**config.mk**
```make
export PLATFORM = sky130hd
export DESIGN_NAME = mem_bridge
export DESIGN_NICKNAME = d
export VERILOG_FILES = /design/src/rtl/cpuex_mem_pkg.sv /design/src/rtl/mem_resp_fifo.sv /design/src/rtl/mem_bridge.sv
export SDC_FILE = /design/constraint.sdc
export NUM_CORES = 1
export LEC_CHECK = 0
export ABC_CLOCK_PERIOD_IN_PS = 2700
export CAP_MARGIN = 10
export CORE_ASPECT_RATIO = 1.2
export CORE_MARGIN = 4
export CORE_UTILIZATION = 31
export DETAILED_ROUTE_END_ITERATION = 16
export DONT_BUFFER_PORTS = 1
export PLACE_DENSITY = 0.44
export SETUP_SLACK_MARGIN = 0.4
export SKIP_CTS_REPAIR_TIMING = 1
export SYNTH_ARGS = -nofsm -noshare
export SYNTH_HDL_FRONTEND = slang
export SYNTH_HIERARCHICAL = 1
export SYNTH_SLANG_ARGS = --single-unit
```
**constraint.sdc**
```tcl
create_clock -name clk -period 2.7 [get_ports clk]
set_input_delay 0.405 -clock clk [delete_from_list [all_inputs] [get_ports clk]]
set_output_delay 0.405 -clock clk [all_outputs]
set_load 0.05 [all_outputs]
```
**src/rtl/cpuex_mem_pkg.sv**
```systemverilog
// Shared types for the core-to-BRAM memory bridge.
package cpuex_mem_pkg;

  localparam int unsigned WORD_W = 32;
  localparam int unsigned STRB_W = 4;

  typedef struct packed {
    logic valid;
    logic we;
    logic err;
  } pipe_entry_t;

  typedef struct packed {
    logic [WORD_W-1:0] rdata;
    logic              err;
  } resp_entry_t;

endpackage

```
**src/rtl/mem_resp_fifo.sv**
```systemverilog
// Synchronous FIFO with the head entry read directly from the storage registers.
module mem_resp_fifo #(
  parameter int unsigned WIDTH = 33,
  parameter int unsigned DEPTH = 2
) (
  input  logic             clk,
  input  logic             rstn,
  input  logic             push,
  input  logic [WIDTH-1:0] din,
  input  logic             pop,
  output logic             full,
  output logic             empty,
  output logic [WIDTH-1:0] dout
);

  localparam int unsigned PTR_W = (DEPTH > 1) ? $clog2(DEPTH) : 1;
  localparam int unsigned CNT_W = $clog2(DEPTH + 1);

  logic [WIDTH-1:0] mem_q [DEPTH];
  logic [PTR_W-1:0] rd_ptr_q, rd_ptr_d, wr_ptr_q, wr_ptr_d;
  logic [CNT_W-1:0] count_q, count_d;
  logic             do_push, do_pop;

  assign full    = (count_q == CNT_W'(DEPTH));
  assign empty   = (count_q == '0);
  assign do_pop  = pop && !empty;
  // A pop frees the slot that a simultaneous push on a full FIFO needs.
  assign do_push = push && (!full || do_pop);
  assign dout    = mem_q[rd_ptr_q];

  always_comb begin
    rd_ptr_d = rd_ptr_q;
    wr_ptr_d = wr_ptr_q;
    count_d  = count_q;
    if (do_pop) begin
      rd_ptr_d = (rd_ptr_q == PTR_W'(DEPTH - 1)) ? '0 : rd_ptr_q + PTR_W'(1);
    end
    if (do_push) begin
      wr_ptr_d = (wr_ptr_q == PTR_W'(DEPTH - 1)) ? '0 : wr_ptr_q + PTR_W'(1);
    end
    if (do_push && !do_pop) begin
      count_d = count_q + CNT_W'(1);
    end else if (!do_push && do_pop) begin
      count_d = count_q - CNT_W'(1);
    end
  end

  always_ff @(posedge clk or negedge rstn) begin
    if (!rstn) begin
      rd_ptr_q <= '0;
      wr_ptr_q <= '0;
      count_q  <= '0;
    end else begin
      rd_ptr_q <= rd_ptr_d;
      wr_ptr_q <= wr_ptr_d;
      count_q  <= count_d;
    end
  end

  always_ff @(posedge clk) begin
    if (do_push) begin
      mem_q[wr_ptr_q] <= din;
    end
  end

  no_push_on_full: assert property (@(posedge clk) disable iff (!rstn) !(push && full && !pop));

endmodule

```
**src/rtl/mem_bridge.sv**
```systemverilog
// Core load/store port to single-port BRAM bridge with credit-based backpressure
// and an in-order response FIFO that also carries error responses.
module mem_bridge
  import cpuex_mem_pkg::*;
#(
  parameter int unsigned DEPTH_LOG2 = 20,
  parameter logic [31:0] BASE_ADDR  = 32'h0000_0000,
  parameter int unsigned RD_LAT     = 1,
  parameter int unsigned FIFO_DEPTH = RD_LAT + 1
) (
  input  logic                  clk,
  input  logic                  rstn,
  input  logic                  req_valid,
  output logic                  req_ready,
  input  logic                  req_we,
  input  logic [WORD_W-1:0]     req_addr,
  input  logic [WORD_W-1:0]     req_wdata,
  input  logic [STRB_W-1:0]     req_wstrb,
  output logic                  resp_valid,
  input  logic                  resp_ready,
  output logic [WORD_W-1:0]     resp_rdata,
  output logic                  resp_err,
  output logic                  bram_en,
  output logic [STRB_W-1:0]     bram_we,
  output logic [DEPTH_LOG2-1:0] bram_addr,
  output logic [WORD_W-1:0]     bram_din,
  input  logic [WORD_W-1:0]     bram_dout
);

  localparam int unsigned CRED_W = $clog2(FIFO_DEPTH + 1);
  localparam logic [32:0] SPAN   = 33'(64'd4 << DEPTH_LOG2);

  logic [CRED_W-1:0] credits_q, credits_d;
  logic              ready_q;
  logic              accept, pop, dec_err;
  logic [31:0]       off;
  pipe_entry_t       pipe_q [RD_LAT];
  pipe_entry_t       pipe_last;
  resp_entry_t       push_entry, head;
  logic              fifo_full, fifo_empty;

  // Request side: decode and drive the BRAM in the accept cycle.
  assign req_ready = ready_q;
  assign accept    = req_valid && ready_q;
  assign off       = req_addr - BASE_ADDR;
  assign dec_err   = (req_addr[1:0] != 2'b00) || (req_addr < BASE_ADDR) || ({1'b0, off} >= SPAN);

  assign bram_en   = accept && !dec_err;
  assign bram_we   = (accept && !dec_err && req_we) ? req_wstrb : '0;
  assign bram_addr = off[DEPTH_LOG2+1:2];
  assign bram_din  = req_wdata;

  // Pipeline tracks each request until its BRAM read data is valid.
  always_ff @(posedge clk or negedge rstn) begin
    if (!rstn) begin
      for (int i = 0; i < RD_LAT; i++) begin
        pipe_q[i] <= '0;
      end
    end else begin
      pipe_q[0] <= '{valid: accept, we: req_we, err: dec_err};
      for (int i = 1; i < RD_LAT; i++) begin
        pipe_q[i] <= pipe_q[i-1];
      end
    end
  end

  assign pipe_last        = pipe_q[RD_LAT-1];
  assign push_entry.rdata = (pipe_last.we || pipe_last.err) ? '0 : bram_dout;
  assign push_entry.err   = pipe_last.err;

  mem_resp_fifo #(
    .WIDTH ($bits(resp_entry_t)),
    .DEPTH (FIFO_DEPTH)
  ) u_resp_fifo (
    .clk   (clk),
    .rstn  (rstn),
    .push  (pipe_last.valid),
    .din   (push_entry),
    .pop   (pop),
    .full  (fifo_full),
    .empty (fifo_empty),
    .dout  (head)
  );

  assign resp_valid = !fifo_empty;
  assign resp_rdata = fifo_empty ? '0 : head.rdata;
  assign resp_err   = !fifo_empty && head.err;
  assign pop        = resp_valid && resp_ready;

  // One credit per FIFO slot; in-flight plus queued responses can never overflow it.
  always_comb begin
    credits_d = credits_q;
    if (accept && !pop) begin
      credits_d = credits_q - CRED_W'(1);
    end else if (!accept && pop) begin
      credits_d = credits_q + CRED_W'(1);
    end
  end

  always_ff @(posedge clk or negedge rstn) begin
    if (!rstn) begin
      credits_q <= CRED_W'(FIFO_DEPTH);
      ready_q   <= 1'b0;
    end else begin
      credits_q <= credits_d;
      ready_q   <= (credits_d != '0);
    end
  end

  no_credit_overflow: assert property (@(posedge clk) disable iff (!rstn)
    (credits_q <= CRED_W'(FIFO_DEPTH)));

endmodule

```
Word-level counts from Yosys, hierarchy flattened
Memory sizes are Yosys's and may differ from the RTL's. Cells that the tools add are included.

Add/sub/neg operators: 6. Eq/ne operators: 1. Reduce and logical (&&, ||, !) cells: 26. Mux-type cells: 11. Magnitude comparators: 2.

Operators with widths (count): 32-bit two-way mux (2); 32-bit by 23-bit greater-or-equal comparator with 1-bit output, second input constant (1); 32-bit by 1-bit less-than comparator with 1-bit output, second input constant (1); 1-bit logical AND (11); 2-bit two-way mux (4); 1-bit logical NOT (7); 2-bit nonzero test (3); 2-bit by 1-bit adder with 2-bit output, second input constant (2); 1-bit logical OR (4); 1-bit two-way mux (4); 4-bit two-way mux (1); 2-bit by 1-bit subtractor with 2-bit output, second input constant (2); 1-bit adder, second input constant (2); 2-bit equality test, second input constant (1); 2-bit logical NOT (1).

Memories kept: 1. Register bits after elaboration: 10. Logic and storage cells: 55. Output and inout bits: 92. Input port bits: 105. Bits in writable memories: 66.

Memories: u_resp_fifo.mem_q (depth 2, bits a word 33, read ports 1, clocked after Yosys merged registers in 0, write ports 1, line mem_resp_fifo.sv:19) `logic [WIDTH-1:0] mem_q [DEPTH];`.

Logic depth before layout (Yosys ltp)
Gate-level depths: netlist of the first run.

Word-level depth: 10. Mapped depth: 9. Depth with buffers taken out: 8.

Modules after synthesis
The synthesis of the first run kept the hierarchy.

By module, submodules not included: mem_resp_fifo (area an instance 2735.1 um^2, sequential area each 2082.0 um^2, cells each 123, instances 1); mem_bridge (area an instance 1177.4 um^2, sequential area each 151.4 um^2, cells each 157, instances 1).

Worst setup path before layout of the first run
Ideal clock, no wire load.

Path type: reg-to-reg. From: reg u_resp_fifo.count_q[1]. To: mem u_resp_fifo.mem_q[0][0], enable pin. Cell stages (with the launch flop): 6. Path buffers: 1. Library setup time: 0.423 ns. Arrival: 2.336 ns. Setup slack: -0.059 ns. Period minus slack after synthesis: 2.759 ns. Required time: 2.277 ns. Path through: dfrtp_1 -> nor2_1 -> nor2b_1 -> buf_2 -> o21ai_4 -> nor2_1.

Cells in the longest elaborated chain, start to end: 8. Elaborated cells between the ends (all ways): 10. Classes of those cells: eq/ne: 1; mux: 2; reduce/logical: 7.

Ends and longest elaborated chain: from (decl) (line mem_resp_fifo.sv:21) `logic [CNT_W-1:0] count_q, count_d;`; from (signal assigned) (line mem_resp_fifo.sv:56) `count_q <= count_d;`; 2-bit logical NOT (line mem_resp_fifo.sv:25) `assign empty = (count_q == '0);`; via fifo_empty (line mem_bridge.sv:40) `logic fifo_full, fifo_empty;`; 1-bit logical NOT (line mem_bridge.sv:85) `assign resp_valid = !fifo_empty;`; 1-bit logical AND (line mem_bridge.sv:88) `assign pop = resp_valid && resp_ready;`; via pop (line mem_bridge.sv:35) `logic accept, pop, dec_err;`; 1-bit logical AND (line mem_resp_fifo.sv:26) `assign do_pop = pop && !empty;`; 1-bit logical OR (line mem_resp_fifo.sv:28) `assign do_push = push && (!full || do_pop);`; 1-bit logical AND (line mem_resp_fifo.sv:28); 1-bit two-way mux (line mem_resp_fifo.sv:61) `if (do_push) begin`; 1-bit two-way mux (implied by the code) (line mem_resp_fifo.sv:62) `mem_q[wr_ptr_q] <= din;`; to (decl) (line mem_resp_fifo.sv:19).

The timed path passes the listed nets, and every way through them passes these cells.

Worst setup path after layout of the first run
From: reg ready_q (netlist: req_ready). To: out bram_we[3].

Cells in the longest elaborated chain, start to end: 4.

Ends and longest elaborated chain: from (decl) (line mem_bridge.sv:34) `logic ready_q;`; from (signal assigned) (line mem_bridge.sv:106) `ready_q <= (credits_d != '0);`; 1-bit logical AND (line mem_bridge.sv:44) `assign accept = req_valid && ready_q;`; 1-bit logical AND (2 in a row) (line mem_bridge.sv:49) `assign bram_we = (accept && !dec_err && req_we) ? req_wstrb : '0;`; 4-bit two-way mux (line mem_bridge.sv:49); to (decl) (line mem_bridge.sv:24) `output logic [STRB_W-1:0] bram_we,`.

No other way between the ends.

==> results of run 1 <==
area by class of cell:
cell class,count,area [um^2],area share (%)
timing repair buffer,46,360,8.25
tap,161,201,4.61
clock buffer,9,225,5.15
inverter,4,17.5,0.401
sequential,76,2230,51.1
multi-input combinational,136,1240,28.4
clock inverter,7,90.1,2.06
registers in the layout, indices dropped and copies added (netlist names):
register,count
u_resp_fifo/mem_q,66
credits_q,2
req_ready,1
u_resp_fifo/wr_ptr_q,1
pipe_last,3
u_resp_fifo/count_q,2
u_resp_fifo/rd_ptr_q,1
power groups by stage:
stage | combinational (mW) | clock [mW] | sequential (mW)
2_1_floorplan | 1.84 | 0 | 1.64
3_3_place_gp | 2.15 | 0 | 1.66
3_5_place_dp | 2.17 | 0 | 1.67
4_1_cts | 2.17 | 1.30 | 1.65
5_1_grt | 2.33 | 1.36 | 1.63
6_report | 2.18 | 1.26 | 1.62
worst max-delay path: stages, from the launching register on:
cell and delay (ns):
sky130_fd_sc_hd__dfrtp_1 0.32, sky130_fd_sc_hd__buf_4 0.21, sky130_fd_sc_hd__nand2_4 0.10, sky130_fd_sc_hd__nor4_4 0.38, sky130_fd_sc_hd__and3_4 0.34
per-layer routing:
layer  track usage, %  share of wire (%)  vias up
li1                 -                  -      904
met1             10.8                 40      919
met2             16.0                 51       80
met3             4.24                7.0       24
met4             4.71                1.9        4
met5                0               0.38        -
metrics by stage:
step	std cells	setup slack [ns]
floorplan	279	-0.0593
global placement	419	0.659
detailed placement	419	0.632
CTS	435	0.389
global route	439	0.503
finish	439	0.613
final timing paths:
| path | depth (start not counted) | start | endpoint |
|---|---|---|---|
| min reg2reg | 0 | pipe_last[0]$_DFF_PN0_ | u_resp_fifo/mem_q[0][0]$_DFFE_PP_ |
| max in group asynchronous | 1 | rstn | u_resp_fifo/rd_ptr_q$_DFFE_PN0N_ |
| max | 4 | req_ready$_DFF_PN0_ | bram_we[3] |
| max reg2reg | 9 | u_resp_fifo/count_q[0]$_DFFE_PN0P_ | u_resp_fifo/count_q[1]$_DFFE_PN0P_ |
| min | 0 | req_we | pipe_last[1]$_DFF_PN0_ |
| min in group asynchronous | 1 | rstn | req_ready$_DFF_PN0_ |
cell usage in the layout, fill, tap and decap left out, types with 3 or more instances in the layout:
| master | n |
|---|---|
| sky130_fd_sc_hd__edfxtp_1 | 66 |
| sky130_fd_sc_hd__inv_1 | 3 |
| sky130_fd_sc_hd__clkbuf_16 | 9 |
| sky130_fd_sc_hd__xnor2_1 | 4 |
| sky130_fd_sc_hd__buf_4 | 44 |
| sky130_fd_sc_hd__nor2b_1 | 35 |
| sky130_fd_sc_hd__dfrtp_1 | 8 |
| sky130_fd_sc_hd__and2_1 | 32 |
| sky130_fd_sc_hd__mux2_4 | 29 |
| sky130_fd_sc_hd__and3_4 | 4 |
| sky130_fd_sc_hd__nor2_4 | 3 |
| sky130_fd_sc_hd__mux2_1 | 4 |
==> out/qor_table.md, run 1 <==
| Quantity | Value |
|:---|:---|
| Result of the run | finished, final reports clean |
| Clock Latency Late Sink | 0.33 ns |
| Finished Core Util | 35.7% |
| Final estimated routing congestion in global placement | 0.676 |
| IR drop worst, VDD | 0.582 mV |
| Final total power | 5.06 mW |
| # setup viols final | 0 |
| Die outline height | 131 um |
| Setup slack, reg-to-reg | 0.87 ns |
| Critical path start-end classification | register to primary output |
| Initial antenna violation count | 2 |
| Share of total power in the clock network | 24.9% |
| Global route overflow | 0 |
| Worst hold margin | 0.103 ns |
| Remaining max-slew budget at the tightest pin | 64.1% |
| Largest fanout on the critical path | 6 |
| Maximum frequency from static timing analysis | 479 MHz |
| Int Power | 3.12 mW |
| Number of global-route vias before repair | 1,958 |
| Layout Area Growth over Synthesis | 11.8% |
| Clock tree from TritonCTS | yes |
| Avg WL per Cell | 16.2 um |
| Number of DRC violations after detailed routing | 0 |
| Final antenna-violating net count | 0 |
| 1st-iter DRT viols | 76 |
| Pins over their slew limit | 0 |
| Required time reported for the critical path endpoint | 2.30 ns |
| Slew @ Worst Pin | 0.539 ns |
| Fraction of final layout cells with drive strength greater than 1 | 38.1% |
| Horizontal die dimension | 111 um |
| Final number of hold-violating endpoints | 0 |
| Root Buffer | sky130_fd_sc_hd__clkbuf_16 |
| PwrDens | 1160 nW/um^2 |
| Placement Cell Area | 4020 um^2 |
| Nets in the synthesized netlist | 385 |
| Data arrival time of the critical path | 1.68 ns |
| Part of the power in registers | 31.9% |
| Worst-path clk slew | 0.06 ns |
| Static leakage | 1.77 nW |
| Combinational share of power | 43.2% |
| Count of maximum capacitance violations | 0 |
| IO Pins | 197 |
| Mean cell area of the mapped netlist | 14.0 um^2 |
| Post-route design area | 4370 um^2 |
| Element type at the critical path end | primary output |
| Area enclosed by the die boundary | 14,500 um^2 |
| Net switching power | 1.94 mW |
| Effective utilization at floorplan | 32.0% |
| IO buf count | 0 |
| Post-route clock skew | 0.00696 ns |
| Type of the tightest min-delay check | primary input to register |
| Final period utilization | 77.3% |
| Yosys warnings | 6 |
| Crit path time final | 2.09 ns |
| First-pass GRT wire length | 10,500 um |
| Rows | 44 |
| H-tree depth | 3 |
| Clock sink count | 76 |
| Maximum buffer depth of the clock tree | 2 |
| Post-synthesis instance area | 3910 um^2 |
| Number of iterations in the first detailed-routing pass | 4 |
| Final net count | 379 |
| Fill cell instance count of the final layout | 1,209 |
| Cells after synthesis | 279 |
| Antenna fix cells | 0 |
| Fraction of power spent switching nets | 38.3% |
| Area inside the core boundary | 12,200 um^2 |
| Setup repair after global routing missed its margin | false |
| Maximum number of pins on one net before global-route repair | 35 |
| Total global-route track usage | 9.67% |
| Cts bufs inserted | 9 |
| Final setup TNS | 0 ns |
| Startpoint type of the worst setup path | register |
| Vias after detailed routing | 1,931 |
| Via-to-Cell Ratio | 4.40 |
| Total Wirelength | 7120 um |
| Post-DP HPWL | 4680 um |
(Power assumes the default switching activity.)
==> run 2, diff against run 1 <==
Settings changed: ABC_CLOCK_PERIOD_IN_PS 2700 to 1800.
Clock period 2.7 ns to 1.8 ns, I/O delays scaled along.
==> run 2 against run 1 <==
- the flow now finishes with violations (setup timing)
- cell count decreased by 3.0%
- setup slack worse by 0.67 ns
- combinational power is 98% higher
- sequential cell count did not move
- critical endpoint is now resp_rdata[29]
- clock power grew 24%
- power up 65%
- routed wire length is 15% higher
- largest cell class unchanged
==> out/qor_table.md, run 2 (synthesized netlist as in run 1, its figures left out) <==
| Quantity | Value | Change |
|:---|:---|:---|
| Type of the tightest min-delay check | primary input to register |  |
| IO Pins | 197 | unchanged |
| Cts bufs inserted | 9 | unchanged |
| Global route overflow | 0 | unchanged |
| Final estimated routing congestion in global placement | 0.685 | +1.3% |
| Int Power | 5.07 mW | +63% |
| Fill cell instance count of the final layout | 1,146 | -5.2% |
| Clock tree from TritonCTS | yes |  |
| Area inside the core boundary | 12,200 um^2 | unchanged |
| Combinational share of power | 51.8% | +8.6 points |
| Clock Latency Late Sink | 0.32 ns | about the same |
| IO buf count | 0 | unchanged |
| Maximum buffer depth of the clock tree | 2 | unchanged |
| Maximum number of pins on one net before global-route repair | 34 | -2.9% |
| Final antenna-violating net count | 0 | unchanged |
| # setup viols final | 36 | +36 |
| Area enclosed by the die boundary | 14,500 um^2 | unchanged |
| Total global-route track usage | 10.5% | +0.85 points |
| Remaining max-slew budget at the tightest pin | 67.2% | +3.2 points |
| Global-route layer with the greatest usage | met2 |  |
| Post-DP HPWL | 5070 um | +8.3% |
| 1st-iter DRT viols | 56 | -26% |
| Initial antenna violation count | 1 | -1 |
| Met1 usage | 11.5% | +0.65 points |
| Rows | 44 | unchanged |
| Element type at the critical path end | primary output |  |
| Setup repair after global routing missed its margin | true |  |
| Fraction of final layout cells with drive strength greater than 1 | 50.2% | +12 points |
| Data arrival time of the critical path | 1.59 ns | -0.09 ns |
| Vias after detailed routing | 1,965 | +1.8% |
| Number of iterations in the first detailed-routing pass | 4 | unchanged |
| Flip-flop count of the largest register, all copies and words added | 66 | unchanged |
| Fraction of power spent switching nets | 39.1% | +0.81 points |
| Static leakage | 1.87 nW | +5.6% |
| Final number of hold-violating endpoints | 0 | unchanged |
| Final setup TNS | -1.16 ns | -1.16 ns |
| H-tree depth | 3 | unchanged |
| Startpoint type of the worst setup path | register |  |
| First-pass GRT wire length | 11,400 um | +8.0% |
| Part of the power in registers | 29.5% | -2.4 points |
| Final net count | 366 | -3.4% |
| Layout Area Growth over Synthesis | 22.1% |  |
| Horizontal die dimension | 111 um | unchanged |
| Met2 Use GR | 17.2% | +1.2 points |
| Worst-path clk slew | 0.06 ns | about the same |
| IR drop worst, VDD | 0.803 mV | +38% |
| Via-to-Cell Ratio | 4.61 | +4.9% |
| Root Buffer | sky130_fd_sc_hd__clkbuf_16 |  |
| Die outline height | 131 um | unchanged |
| Total Wirelength | 8200 um | +15% |
| Number of DRC violations after detailed routing | 0 | unchanged |
| Met3 layer usage reported by global route | 3.55% | -0.69 points |
| Maximum frequency from static timing analysis | 538 MHz |  |
| Clock sink count | 76 | unchanged |
| Most common cell after layout, fill and taps aside | sky130_fd_sc_hd__edfxtp_1 |  |
| Final non-filler cell total | 426 | -3.0% |
| Count of maximum capacitance violations | 0 | unchanged |
| Crit path time final | 1.86 ns |  |
| Result of the run | complete, but fails checks |  |
| Antenna fix cells | 0 | unchanged |
| Violated checks | setup timing |  |
| Share of total power in the clock network | 18.7% | -6.2 points |
| Avg WL per Cell | 19.2 um | +19% |
| Critical path start-end classification | register to primary output |  |
| Final period utilization | 103% |  |
| Effective utilization at floorplan | 32.0% | unchanged |
| Register with the most flip-flops | u_resp_fifo/mem_q |  |
| Slew @ Worst Pin | 0.490 ns | -0.0485 ns |
| Net switching power | 3.26 mW | +68% |
| Cell Count Post-Placement | 390 | -6.9% |
| PwrDens | 1750 nW/um^2 | +51% |
| Largest fanout on the critical path | 12 | +6 |
| Post-route clock skew | 0.00720 ns | +0.000244 ns |
| Pins over their slew limit | 0 | unchanged |
| Commonest cells after routing, fill and taps aside | 66 x sky130_fd_sc_hd__edfxtp_1, 34 x sky130_fd_sc_hd__nor2b_4, 32 x sky130_fd_sc_hd__and2_1 |  |
| Number of global-route vias before repair | 2,024 | +3.4% |
| Smallest setup slack after layout | -0.0595 ns | -0.672 ns |
| Required time reported for the critical path endpoint | 1.53 ns | -0.77 ns |
| Final total power | 8.34 mW | +65% |
==> run 2: cell count changes in the layout (fill, tap and decap cells not counted), moves of 3 or more <==
cell,previous run,this run
sky130_fd_sc_hd__buf_4,44,8
sky130_fd_sc_hd__nor2b_1,35,1
sky130_fd_sc_hd__nor2b_4,0,34
sky130_fd_sc_hd__buf_12,1,8
sky130_fd_sc_hd__buf_6,0,7
sky130_fd_sc_hd__clkbuf_1,0,4
sky130_fd_sc_hd__clkbuf_16,9,13
sky130_fd_sc_hd__buf_8,0,3
==> run 2: critical path, stage by stage, from the launching register on <==
cell and delay [ns]:
sky130_fd_sc_hd__dfrtp_2 0.41, sky130_fd_sc_hd__nor2_4 0.07, sky130_fd_sc_hd__buf_12 0.13, sky130_fd_sc_hd__buf_12 0.12
sky130_fd_sc_hd__clkbuf_16 0.19, sky130_fd_sc_hd__nor2b_4 0.33
==> run 2: power by group through the flow <==
stage                     combinational [mW]  clock [mW]  sequential, mW
after global routing                    4.56        1.69            2.48
after floorplan                         3.45           0            2.47
after detailed placement                3.59           0            2.53
after global placement                  3.59           0            2.52
after CTS                               3.60        1.61            2.49
final                                   4.32        1.56            2.46
==> run 2: worst paths after layout <==
check / startpoint / to / slack, ns / depth (start not counted)
worst max-delay path: u_resp_fifo/count_q[1]$_DFFE_PN0P_ / resp_rdata[29] / -0.06 / 5
worst min-delay path: bram_dout[5] / u_resp_fifo/mem_q[0][6]$_DFFE_PP_ / 0.16 / 1
worst max register to register: u_resp_fifo/count_q[1]$_DFFE_PN0P_ / u_resp_fifo/mem_q[0][22]$_DFFE_PP_ / 0.18 / 6
worst min register to register: pipe_last[0]$_DFF_PN0_ / u_resp_fifo/mem_q[1][0]$_DFFE_PP_ / 0.53 / 0
min in group asynchronous: rstn / credits_q[0]$_DFF_PN0_ / 0.34 / 1
max in group asynchronous: rstn / u_resp_fifo/rd_ptr_q$_DFFE_PN0N_ / 1.08 / 1
==> run 2: area by class of cell <==
cell class	instances	area [um^2]	area share, %
Tap cell	161	201	4.22
Sequential cell	76	2240	46.9
Multi-Input combinational cell	136	1560	32.7
Clock buffer	13	240	5.04
Timing Repair Buffer	33	492	10.3
Clock inverter	3	13.8	0.288
Inverter	4	22.5	0.472
==> run 2: stage by stage <==
stage	area, um^2	hold slack, ns	setup slack (ns)	utilization (%)
detailed placement	4160	-0.0246	-0.00671	34.0
global route	4770	0.157	-0.110	39.0
CTS	4410	-0.377	-0.156	36.1
finish	4770	0.163	-0.0595	39.0
floorplan	4280	-0.0256	-0.436	-
global placement	4160	-0.0245	0.00614	34.0
==> run 2: routing by layer <==
metal,vias up,part of all wire [%],wire [um]
met5,-,0.16,13
met4,2,3.9,321
met3,44,6.6,545
met2,87,51,4210
met1,953,38,3110
li1,879,-,-
